`src/rtl/mem_access_pkg.sv`:
```
// Shared constants for the MEM-stage data memory initiator:
// funct3 encodings, FSM states and fault cause codes.
package mem_access_pkg;

    localparam logic [2:0] F3_B  = 3'b000;
    localparam logic [2:0] F3_H  = 3'b001;
    localparam logic [2:0] F3_W  = 3'b010;
    localparam logic [2:0] F3_D  = 3'b011;
    localparam logic [2:0] F3_BU = 3'b100;
    localparam logic [2:0] F3_HU = 3'b101;
    localparam logic [2:0] F3_WU = 3'b110;

    typedef enum logic [1:0] {
        ST_IDLE  = 2'b00,
        ST_READ  = 2'b01,
        ST_WRITE = 2'b10,
        ST_RESP  = 2'b11
    } state_e;

    localparam logic [1:0] CAUSE_NONE     = 2'b00;
    localparam logic [1:0] CAUSE_MISALIGN = 2'b01;
    localparam logic [1:0] CAUSE_RANGE    = 2'b10;
    localparam logic [1:0] CAUSE_ILLEGAL  = 2'b11;

    // size code is funct3[1:0]: 0=B 1=H 2=W 3=D
    function automatic logic misaligned(
        input logic [1:0] size,
        input logic [2:0] off
    );
        logic m;
        unique case (size)
            2'b00:   m = 1'b0;
            2'b01:   m = off[0];
            2'b10:   m = |off[1:0];
            default: m = |off;
        endcase
        return m;
    endfunction

endpackage

```
`src/rtl/mem_lane_align.sv`:
```
// Byte-lane steering between a 64-bit doubleword and the
// addressed sub-word: store merge and load extract/extend.
module mem_lane_align
    import mem_access_pkg::*;
(
    input  logic [63:0] old_dw_i,
    input  logic [63:0] wdata_i,
    input  logic [2:0]  st_off_i,
    input  logic [1:0]  st_size_i,
    output logic [63:0] new_dw_o,
    input  logic [63:0] ld_dw_i,
    input  logic [2:0]  ld_off_i,
    input  logic [2:0]  ld_funct3_i,
    output logic [63:0] ld_data_o
);

    logic [5:0]  st_sh;
    logic [5:0]  ld_sh;
    logic [63:0] mask;
    logic [63:0] mask_sh;
    logic [63:0] ld_sdw;

    assign st_sh = {st_off_i, 3'b000};
    assign ld_sh = {ld_off_i, 3'b000};

    always_comb begin
        mask = '1;
        unique case (st_size_i)
            2'b00:   mask = 64'h0000_0000_0000_00ff;
            2'b01:   mask = 64'h0000_0000_0000_ffff;
            2'b10:   mask = 64'h0000_0000_ffff_ffff;
            default: mask = '1;
        endcase
    end

    assign mask_sh  = mask << st_sh;
    assign new_dw_o = (old_dw_i & ~mask_sh)
                    | ((wdata_i << st_sh) & mask_sh);

    // little-endian: lane at offset k moves down to bit 0
    assign ld_sdw = ld_dw_i >> ld_sh;

    always_comb begin
        ld_data_o = ld_sdw;
        unique case (ld_funct3_i)
            F3_B:  ld_data_o = {{56{ld_sdw[7]}}, ld_sdw[7:0]};
            F3_H:  ld_data_o = {{48{ld_sdw[15]}}, ld_sdw[15:0]};
            F3_W:  ld_data_o = {{32{ld_sdw[31]}}, ld_sdw[31:0]};
            F3_BU: ld_data_o = {56'h0, ld_sdw[7:0]};
            F3_HU: ld_data_o = {48'h0, ld_sdw[15:0]};
            F3_WU: ld_data_o = {32'h0, ld_sdw[31:0]};
            default: ld_data_o = ld_sdw;
        endcase
    end

endmodule

```
`src/rtl/mem_access_unit.sv`:
```
// MEM-stage initiator: one load/store at a time, doubleword
// memory cycles, read-modify-write for narrow stores, faults.
module mem_access_unit
    import mem_access_pkg::*;
#(
    parameter int MEM_SIZE_BYTES = 1024
) (
    input  logic        clk,
    input  logic        reset,
    input  logic        req_valid,
    output logic        req_ready,
    input  logic        req_is_store,
    input  logic [2:0]  req_funct3,
    input  logic [63:0] req_addr,
    input  logic [63:0] req_wdata,
    output logic        resp_valid,
    output logic [63:0] resp_rdata,
    output logic        resp_fault,
    output logic [1:0]  resp_cause,
    output logic [63:0] address,
    output logic [63:0] writeData,
    output logic        MemWrite,
    output logic        MemRead,
    input  logic [63:0] readData
);

    state_e      state_q;
    logic        is_store_q;
    logic [2:0]  funct3_q;
    logic [2:0]  off_q;
    logic [63:0] wdata_q;
    logic [63:0] address_q;
    logic [63:0] wr_data_q;
    logic        mem_write_q;
    logic        mem_read_q;
    logic        resp_valid_q;
    logic        resp_fault_q;
    logic [1:0]  resp_cause_q;
    logic [63:0] resp_rdata_q;

    logic        illegal;
    logic        misal;
    logic        out_of_range;
    logic [1:0]  cause_d;
    logic [63:0] merged_dw;
    logic [63:0] load_val;

    always_comb begin
        if (req_is_store) begin
            illegal = req_funct3[2];
        end else begin
            illegal = (req_funct3 == 3'b111);
        end
        misal = misaligned(req_funct3[1:0], req_addr[2:0]);
        out_of_range = (req_addr >= 64'(MEM_SIZE_BYTES));
        cause_d = CAUSE_NONE;
        // terms are made exclusive so the priority is explicit
        unique case (1'b1)
            illegal:
                cause_d = CAUSE_ILLEGAL;
            !illegal && misal:
                cause_d = CAUSE_MISALIGN;
            !illegal && !misal && out_of_range:
                cause_d = CAUSE_RANGE;
            default:
                cause_d = CAUSE_NONE;
        endcase
    end

    mem_lane_align u_align (
        .old_dw_i    (readData),
        .wdata_i     (wdata_q),
        .st_off_i    (off_q),
        .st_size_i   (funct3_q[1:0]),
        .new_dw_o    (merged_dw),
        .ld_dw_i     (readData),
        .ld_off_i    (off_q),
        .ld_funct3_i (funct3_q),
        .ld_data_o   (load_val)
    );

    always_ff @(posedge clk) begin
        if (!reset) begin
            state_q      <= ST_IDLE;
            is_store_q   <= 1'b0;
            funct3_q     <= 3'b000;
            off_q        <= 3'b000;
            wdata_q      <= 64'h0;
            address_q    <= 64'h0;
            wr_data_q    <= 64'h0;
            mem_write_q  <= 1'b0;
            mem_read_q   <= 1'b0;
            resp_valid_q <= 1'b0;
            resp_fault_q <= 1'b0;
            resp_cause_q <= CAUSE_NONE;
            resp_rdata_q <= 64'h0;
        end else begin
            unique case (state_q)
                ST_IDLE: begin
                    if (req_valid) begin
                        is_store_q   <= req_is_store;
                        funct3_q     <= req_funct3;
                        off_q        <= req_addr[2:0];
                        wdata_q      <= req_wdata;
                        address_q    <= {req_addr[63:3], 3'b000};
                        resp_rdata_q <= 64'h0;
                        if (cause_d != CAUSE_NONE) begin
                            state_q      <= ST_RESP;
                            resp_valid_q <= 1'b1;
                            resp_fault_q <= 1'b1;
                            resp_cause_q <= cause_d;
                        end else if (req_is_store
                                     && req_funct3 == F3_D) begin
                            state_q     <= ST_WRITE;
                            mem_write_q <= 1'b1;
                            wr_data_q   <= req_wdata;
                        end else begin
                            state_q    <= ST_READ;
                            mem_read_q <= 1'b1;
                        end
                    end
                end
                ST_READ: begin
                    mem_read_q <= 1'b0;
                    if (is_store_q) begin
                        state_q     <= ST_WRITE;
                        mem_write_q <= 1'b1;
                        wr_data_q   <= merged_dw;
                    end else begin
                        state_q      <= ST_RESP;
                        resp_valid_q <= 1'b1;
                        resp_rdata_q <= load_val;
                    end
                end
                ST_WRITE: begin
                    mem_write_q  <= 1'b0;
                    state_q      <= ST_RESP;
                    resp_valid_q <= 1'b1;
                end
                ST_RESP: begin
                    state_q      <= ST_IDLE;
                    resp_valid_q <= 1'b0;
                    resp_fault_q <= 1'b0;
                    resp_cause_q <= CAUSE_NONE;
                    resp_rdata_q <= 64'h0;
                end
                default: state_q <= ST_IDLE;
            endcase
        end
    end

    assign req_ready  = (state_q == ST_IDLE);
    assign resp_valid = resp_valid_q;
    assign resp_rdata = resp_rdata_q;
    assign resp_fault = resp_fault_q;
    assign resp_cause = resp_cause_q;
    assign address    = address_q;
    assign writeData  = wr_data_q;
    assign MemWrite   = mem_write_q;
    assign MemRead    = mem_read_q;

endmodule

```
`config.mk`:
```
export PLATFORM = sky130hd
export DESIGN_NAME = mem_access_unit
export DESIGN_NICKNAME = d
export VERILOG_FILES = /design/src/rtl/mem_access_pkg.sv /design/src/rtl/mem_lane_align.sv /design/src/rtl/mem_access_unit.sv
export SDC_FILE = /design/constraint.sdc
export NUM_CORES = 1
export LEC_CHECK = 0
export BUFFER_PORTS_ARGS = -buffer_cell sky130_fd_sc_hd__buf_2
export CORE_MARGIN = 1.5
export CORE_UTILIZATION = 45
export CTS_CLUSTER_DIAMETER = 40
export CTS_CLUSTER_SIZE = 25
export DETAILED_ROUTE_END_ITERATION = 10
export HOLD_SLACK_MARGIN = 0.03
export PLACE_DENSITY = 0.68
export SYNTH_ARGS = -nofsm -noshare
export SYNTH_HDL_FRONTEND = slang
export SYNTH_SLANG_ARGS = --single-unit
```
`constraint.sdc`:
```
create_clock -name clk -period 2.4 [get_ports clk]
set_input_delay 0.36 -clock clk [delete_from_list [all_inputs] [get_ports clk]]
set_output_delay 0.36 -clock clk [all_outputs]
set_load 0.02 [all_outputs]
```
==> results of run 1 <==
==> kinds of logic after synthesis <==
group | Yosys count | share of synthesized area [%]
DFF | 268 | 35.0
adders and majority gates | 4 | 0.327
and+or+nand+nor | 585 | 16.3
buffers and inverters | 192 | 5.90
AOI/OAI and AO/OA | 501 | 22.4
other | 1 | 0.0245
muxes | 235 | 20.0
==> worst paths after layout <==
path	start	endpoint	slack [ns]
worst max-delay path	req_addr[16]	writeData[2]$_SDFFE_PN0P_	0.08
worst min-delay path	req_addr[51]	address[51]$_SDFFE_PN0P_	0.05
worst min register to register	resp_rdata[1]$_SDFFE_PN0P_	resp_rdata[1]$_SDFFE_PN0P_	0.45
worst max register to register	state_q[0]$_SDFFE_PN0P_	resp_rdata[62]$_SDFFE_PN0P_	0.14
==> metal layers <==
metal  global-route usage [%]  wire length [µm]  up-vias
li1                         -                 -     7451
met1                     44.8             24900     8020
met2                     56.1             29800     1025
met3                     7.92              6210      239
met4                     22.4              4120        0
met5                        0                 0        -
==> final cells by class <==
class / instances / area [µm²] / area share [%]
Multi-Input combinational cell: 1328 / 9130 / 44.3
Sequential cell: 268 / 5370 / 26.1
Inverter: 19 / 73.8 / 0.358
Clock buffer: 48 / 1160 / 5.62
Tap cell: 448 / 561 / 2.72
Timing Repair Buffer: 577 / 3850 / 18.7
Clock inverter: 34 / 458 / 2.22
Antenna cell: 3 / 7.51 / 0.0364
==> critical path, cell delays in order <==
cell and delay, ns:
dlygate4sd3_1 0.55, buf_2 0.13, nor4_1 0.42, nand4_1 0.24
nor4_4 0.35, buf_12 0.21, a21oi_4 0.08, buf_4 0.26
mux2i_1 0.15
==> sequential cells by signal (all words and copies together) (netlist names) <==
signal	count
funct3_q	3
off_q	3
resp_rdata	64
resp_fault	1
resp_valid	1
state_q	2
writeData	64
address	61
resp_cause	2
MemWrite	1
MemRead	1
wdata_q	64
is_store_q	1
==> placed cells by master, fill, tap and decap left out, drive strengths merged, types with 5 or more instances in the layout <==
master / synthesis / routed
a211oi: 32 / 32
a21boi: 7 / 7
a21o: 12 / 12
a21oi: 154 / 154
a22o: 26 / 26
a22oi: 19 / 19
a311o: 8 / 8
a311oi: 18 / 18
a31oi: 6 / 6
a32o: 32 / 32
and3: 6 / 6
buf: 81 / 486
bufinv: 0 / 5
clkbuf: 92 / 49
clkinv: 1 / 7
clkinvlp: 0 / 8
dfxtp: 268 / 268
dlygate4sd3: 0 / 90
inv: 18 / 33
mux2: 19 / 19
mux2i: 161 / 161
mux4: 55 / 55
nand2: 411 / 411
nand2b: 22 / 22
nand3: 26 / 26
nand4: 6 / 6
nor2: 52 / 52
nor2b: 15 / 15
nor3: 15 / 15
nor4: 14 / 14
o211ai: 53 / 53
o21a: 8 / 8
o21ai: 81 / 81
o221ai: 17 / 17
o2bb2ai: 9 / 9
or3: 7 / 7
==> per-stage QoR <==
step	hold slack (ns)	total power, µW
finish	0.0480	19300
global route	0.0401	20000
CTS	0.0310	19100
detailed placement	0.440	12100
global placement	0.440	12100
floorplan	0.433	9800
==> Yosys cell counts, drive strengths merged, types with 9 or more instances <==
cell	count	area share, %
a311oi	18	1.0
nand2	411	10
inv	18	0.44
o2bb2ai	9	0.51
a21o	12	0.59
nand2b	22	0.90
a21oi	154	5.1
nor2	52	1.3
mux2i	161	11
o21ai	81	2.7
a211oi	32	1.6
a22o	26	1.5
a32o	32	2.1
a22oi	19	0.93
mux4	55	8.1
buf	81	3.2
nor3	15	0.56
dfxtp	268	35
o221ai	17	0.97
o211ai	53	2.6
clkbuf	92	2.3
nor2b	15	0.61
mux2	19	1.4
nor4	14	0.67
nand3	26	0.93
==> power breakdown <==
part	leakage (µW)	switching [µW]	internal (µW)
clock network	0.000764	2680	4180
registers	0.00218	557	5010
logic	0.00566	4260	2580
==> what timing repair did <==
action / CTS / global route
endpoints found under the hold margin: 90 / 0
hold buffers: 90 / 0
resized for setup: 0 / 5
endpoints found under the setup margin: 0 / 72
==> results.ini, run 1 <==
[yosys]
synthFlopType = dfxtp_1
yosysWarnings = 0
synthDistinctLibCells = 67
netlist_area_um2 = 15300
ys_seq_elements = 268
synth_edf_count = 0
async_flop_share_pct = 0
yosysSeqAreaShare_pct = 35.0
syn_inst = 1786
avgSynthCellArea_um2 = 8.58

[cts]
htreeDepth = 2
cts_tree = done
postCtsSetupBuffers = 0
path_clk_slew_ns = 0.06
numClockSinks = 268
cts_made_buffers = 45
cts_root_buf = clkbuf_16
clock_path_buffers = 3
clk_latency_ns = 0.60

[outcome]
status = finished clean

[setup_path]
cp_max_fo = 21
r2r_cells = 8
worstSetupPathType = primary input to flop
cp-end-kind = flop
worst_ep_arrival_time_ns = 2.78
crit_required_ns = 2.86
cp-start-kind = primary input

[die]
die_area_um2 = 35200
die_h_um = 188
pin_count = 398
die_w_um = 188
rows = 67
initial_utilization_pct = 45.7
core_um2 = 33500

[sta]
period_share_pct = 96.6
fmax_mhz = 431
setup_ws_ns = 0.0818
setup_viol = 0
finClkSkew_ns = 0.0470
fin_setup_tns_ns = 0
tightest_slew_ns = 0.772
fin_crit_ns = 2.32
final_hold_viol_count = 0
max_slew_margin_pct = 48.3
maxSlewViolCount = 0
rsz0062_at_grt = false

[layout]
synthToLayoutAreaGrowth_pct = 34.4
final_util_pct = 61.4
drive_gt1_share_pct = 29.4
nets = 2442
nFillCells = 2927
design_area_um2 = 20600
layoutNonFillerInstCount = 2725

[power_and_ir_drop]
cellPowerDensity_nw_per_um2 = 935
ir_drop_mv = 0.710
cellLeakagePower_uw = 0.00861

[routing]
totalWireLength_um = 65100
dr_total_vias = 16735
drt_iter0_markers = 1665
wl_per_cell_um = 23.9
drc_errors = 0
drtPass1Iterations = 5
vias_per_cell = 6.14
final_antenna_net_count = 0

[worst_hold_path]
holdCritPathClass = primary input to flop
min_path_cells = 3

[global_routing]
grt_pass1_vias = 16202
antenna_found_initial = 1
globalRouteOverflowTotal = 0
grt_pass1_wl_um = 97300
groute.usage.overall_pct = 35.8
grt_max_degree = 98

[placed_design]
dp.cells = 2548
place_ws_ns = 0.0337
gp_congestion = 0.976
dpl-instance-area_um2 = 18000
hpwl_um = 46400
port_buffers = 394

[job]
drv_cap = 0

Power figures use the tool's default switching activity.
==> run 2, diff against run 1 <==
==> constraint.sdc (replaced) <==
create_clock -name clk -period 2.4 [get_ports clk]
set_input_delay 0.12 -clock clk [delete_from_list [all_inputs] [get_ports clk]]
set_output_delay 0.12 -clock clk [all_outputs]
set_load 0.02 [all_outputs]
==> run 2 against run 1 <==
  * Largest cell class unchanged
  * Via count increased by 2.2%
  * Critical path depth fell by 3
  * Non-clock buffer count up 41
  * Total power shrank 1.6%
  * Clock power down 6.7%
  * Sequential share of layout area is 0.33 points lower
  * Die area is the same
  * Sequential power hardly changed
  * Critical endpoint is now writeData[30]$_SDFFE_PN0P_
  * Design area grew 1.3%
  * Clock skew shrank 0.030 ns
==> results.ini, run 2 (same netlist as run 1, synthesis figures left out) <==
[power_and_ir_drop]
cellLeakagePower_uw = 0.00871  ; was 0.00861 µW
cellPowerDensity_nw_per_um2 = 909  ; was 935 nW/µm²
ir_drop_mv = 0.560  ; was 0.710 mV
power_uw = 19000  ; was 19300 µW

[global_routing]
groute.usage.overall_pct = 35.6  ; was 35.8%
antenna_found_initial = 3  ; was 1
grt_max_degree = 173  ; was 98
globalRouteOverflowTotal = 0  ; unchanged
grt_pass1_vias = 16223  ; was 16202
grt_pass1_wl_um = 97400  ; was 97300 µm

[layout]
layoutNonFillerInstCount = 2762  ; was 2725
multi_input_area_um2 = 9140  ; was 9130 µm²
final_util_pct = 62.2  ; was 61.4%
ff_latch_area_um2 = 5370  ; unchanged
drive_gt1_share_pct = 28.5  ; was 29.4%
nets = 2483  ; was 2442
nFillCells = 2849  ; was 2927
design_area_um2 = 20900  ; was 20600 µm²
synthToLayoutAreaGrowth_pct = 36.2  ; was 34.4%
layout_common_cells = 410 x nand2_1, 394 x buf_2, 265 x dfxtp_1, 161 x mux2i_1, 152 x a21oi_1  ; was 409 x nand2_1, 394 x buf_2, 265 x dfxtp_1, 161 x mux2i_1, 152 x a21oi_1
final_common_cell = nand2_1  ; unchanged

[job]
drv_cap = 0  ; unchanged

[placed_design]
hpwl_um = 46000  ; was 46400 µm
gp_congestion = 0.984  ; was 0.976
dp.cells = 2545  ; was 2548
port_buffers = 394  ; unchanged
dpl-instance-area_um2 = 18000  ; about the same

[sta]
fin_setup_tns_ns = 0  ; unchanged
fin_crit_ns = 2.32  ; about the same
period_share_pct = 96.7  ; was 96.6%
fmax_mhz = 431  ; about the same
tightest_slew_ns = 1.08  ; was 0.772 ns
final_hold_viol_count = 0  ; unchanged
max_slew_margin_pct = 27.8  ; was 48.3%
setup_viol = 0  ; unchanged
rsz0062_at_grt = false  ; unchanged
maxSlewViolCount = 0  ; unchanged
finClkSkew_ns = 0.0171  ; was 0.0470 ns

[routing]
drt_iter0_markers = 1844  ; was 1665
wl_per_cell_um = 23.9  ; about the same
drc_errors = 0  ; unchanged
drtPass1Iterations = 6  ; was 5
dr_total_vias = 17098  ; was 16735
final_antenna_net_count = 0  ; unchanged
vias_per_cell = 6.19  ; was 6.14
totalWireLength_um = 66100  ; was 65100 µm

[setup_path]
worst_path_max_delay_cell = dfxtp_1  ; was dlygate4sd3_1
worst-path-buf-inv = 2  ; was 4
crit_path_cell_trace = inv_1, a21oi_2, buf_4, mux2i_1, a21o_1, mux2i_1  ; was dlygate4sd3_1, buf_2, nor4_1, nand4_1, nor4_4, buf_12, a21oi_4, buf_4, mux2i_1
crit_required_ns = 2.81  ; was 2.86 ns
cp_max_fo = 15  ; was 21
cpMostUsedCell = mux2i_1
cp_top_family = flip-flops  ; was buffers and inverters
cp_slowest_stage_delay_ns = 0.71  ; was 0.55 ns
cp-start-kind = flop  ; was primary input
cp-end-kind = flop  ; unchanged
worstSetupPathType = flop to flop  ; was primary input to flop
worst_ep_arrival_time_ns = 2.73  ; was 2.78 ns

[cts]
htreeDepth = 2  ; unchanged
path_clk_slew_ns = 0.07  ; was 0.06 ns
cts_made_buffers = 43  ; was 45
cts_root_buf = clkbuf_16  ; unchanged
clk_latency_ns = 0.54  ; was 0.60 ns
clock_path_buffers = 3  ; unchanged
numClockSinks = 268  ; unchanged
cts_tree = done  ; unchanged

[die]
initial_utilization_pct = 45.7  ; unchanged
core_um2 = 33500  ; unchanged
die_area_um2 = 35200  ; unchanged
die_h_um = 188  ; unchanged
die_w_um = 188  ; unchanged
rows = 67  ; unchanged
pin_count = 398  ; unchanged

[worst_hold_path]
holdCritPathClass = primary input to flop  ; unchanged

[outcome]
status = finished clean  ; unchanged

run 2: timing repair:
action,4_1_cts,5_1_grt
resized for setup,0,3
endpoints found under the setup margin,0,39
setup buffers,0,0
hold buffers,135,0
endpoints found under the hold margin,165,0
run 2: cell type report:
type	count	share of cell area (%)
diodes	3	0.0360
clock buffers	48	5.34
clock inverters	28	1.73
inverters	19	0.354
multi-input cells	1330	43.8
flip-flops and latches	268	25.8
well taps	448	2.69
repair buffers	618	20.3
run 2: worst paths after layout:
kind,startpoint,to,slack [ns],cells past startpoint
worst max-delay path,funct3_q[1]$_SDFFE_PN0P_,writeData[30]$_SDFFE_PN0P_,0.08,6
worst min-delay path,readData[63],resp_rdata[63]$_SDFFE_PN0P_,0.05,4
worst max register to register,funct3_q[1]$_SDFFE_PN0P_,writeData[30]$_SDFFE_PN0P_,0.08,6
worst min register to register,address[3]$_SDFFE_PN0P_,address[3]$_SDFFE_PN0P_,0.45,2
run 2: through the flow:
stage / hold WS [ns] / worst slack [ns]
global route: 0.0507 / 0.0376
finish: 0.0494 / 0.0801
global placement: 0.359 / 0.0906
detailed placement: 0.369 / 0.0557
CTS: 0.0310 / 0.0433
floorplan: 0.234 / 0.237
run 2: worst reg2reg max path: stages, from the launching register on:
cell and delay [ns]:
dfxtp_1 0.71, inv_1 0.40, a21oi_2 0.20, buf_4 0.21
mux2i_1 0.38, a21o_1 0.24, mux2i_1 0.08
run 2: where the power goes:
part	switching, µW	total, µW	internal, µW
logic	4350	6990	2640
registers	559	5570	5010
clock network	2430	6400	3970
total	7340	19000	11600
run 2: layer usage:
layer  track usage, %  vias to the layer above  share of wire, %
met2             57.1                     1140                46
met1             44.7                     8162                38
met3             7.69                      254                10
met4             19.7                        4               5.8
met5                0                        -             0.048
li1                 -                     7538                 -
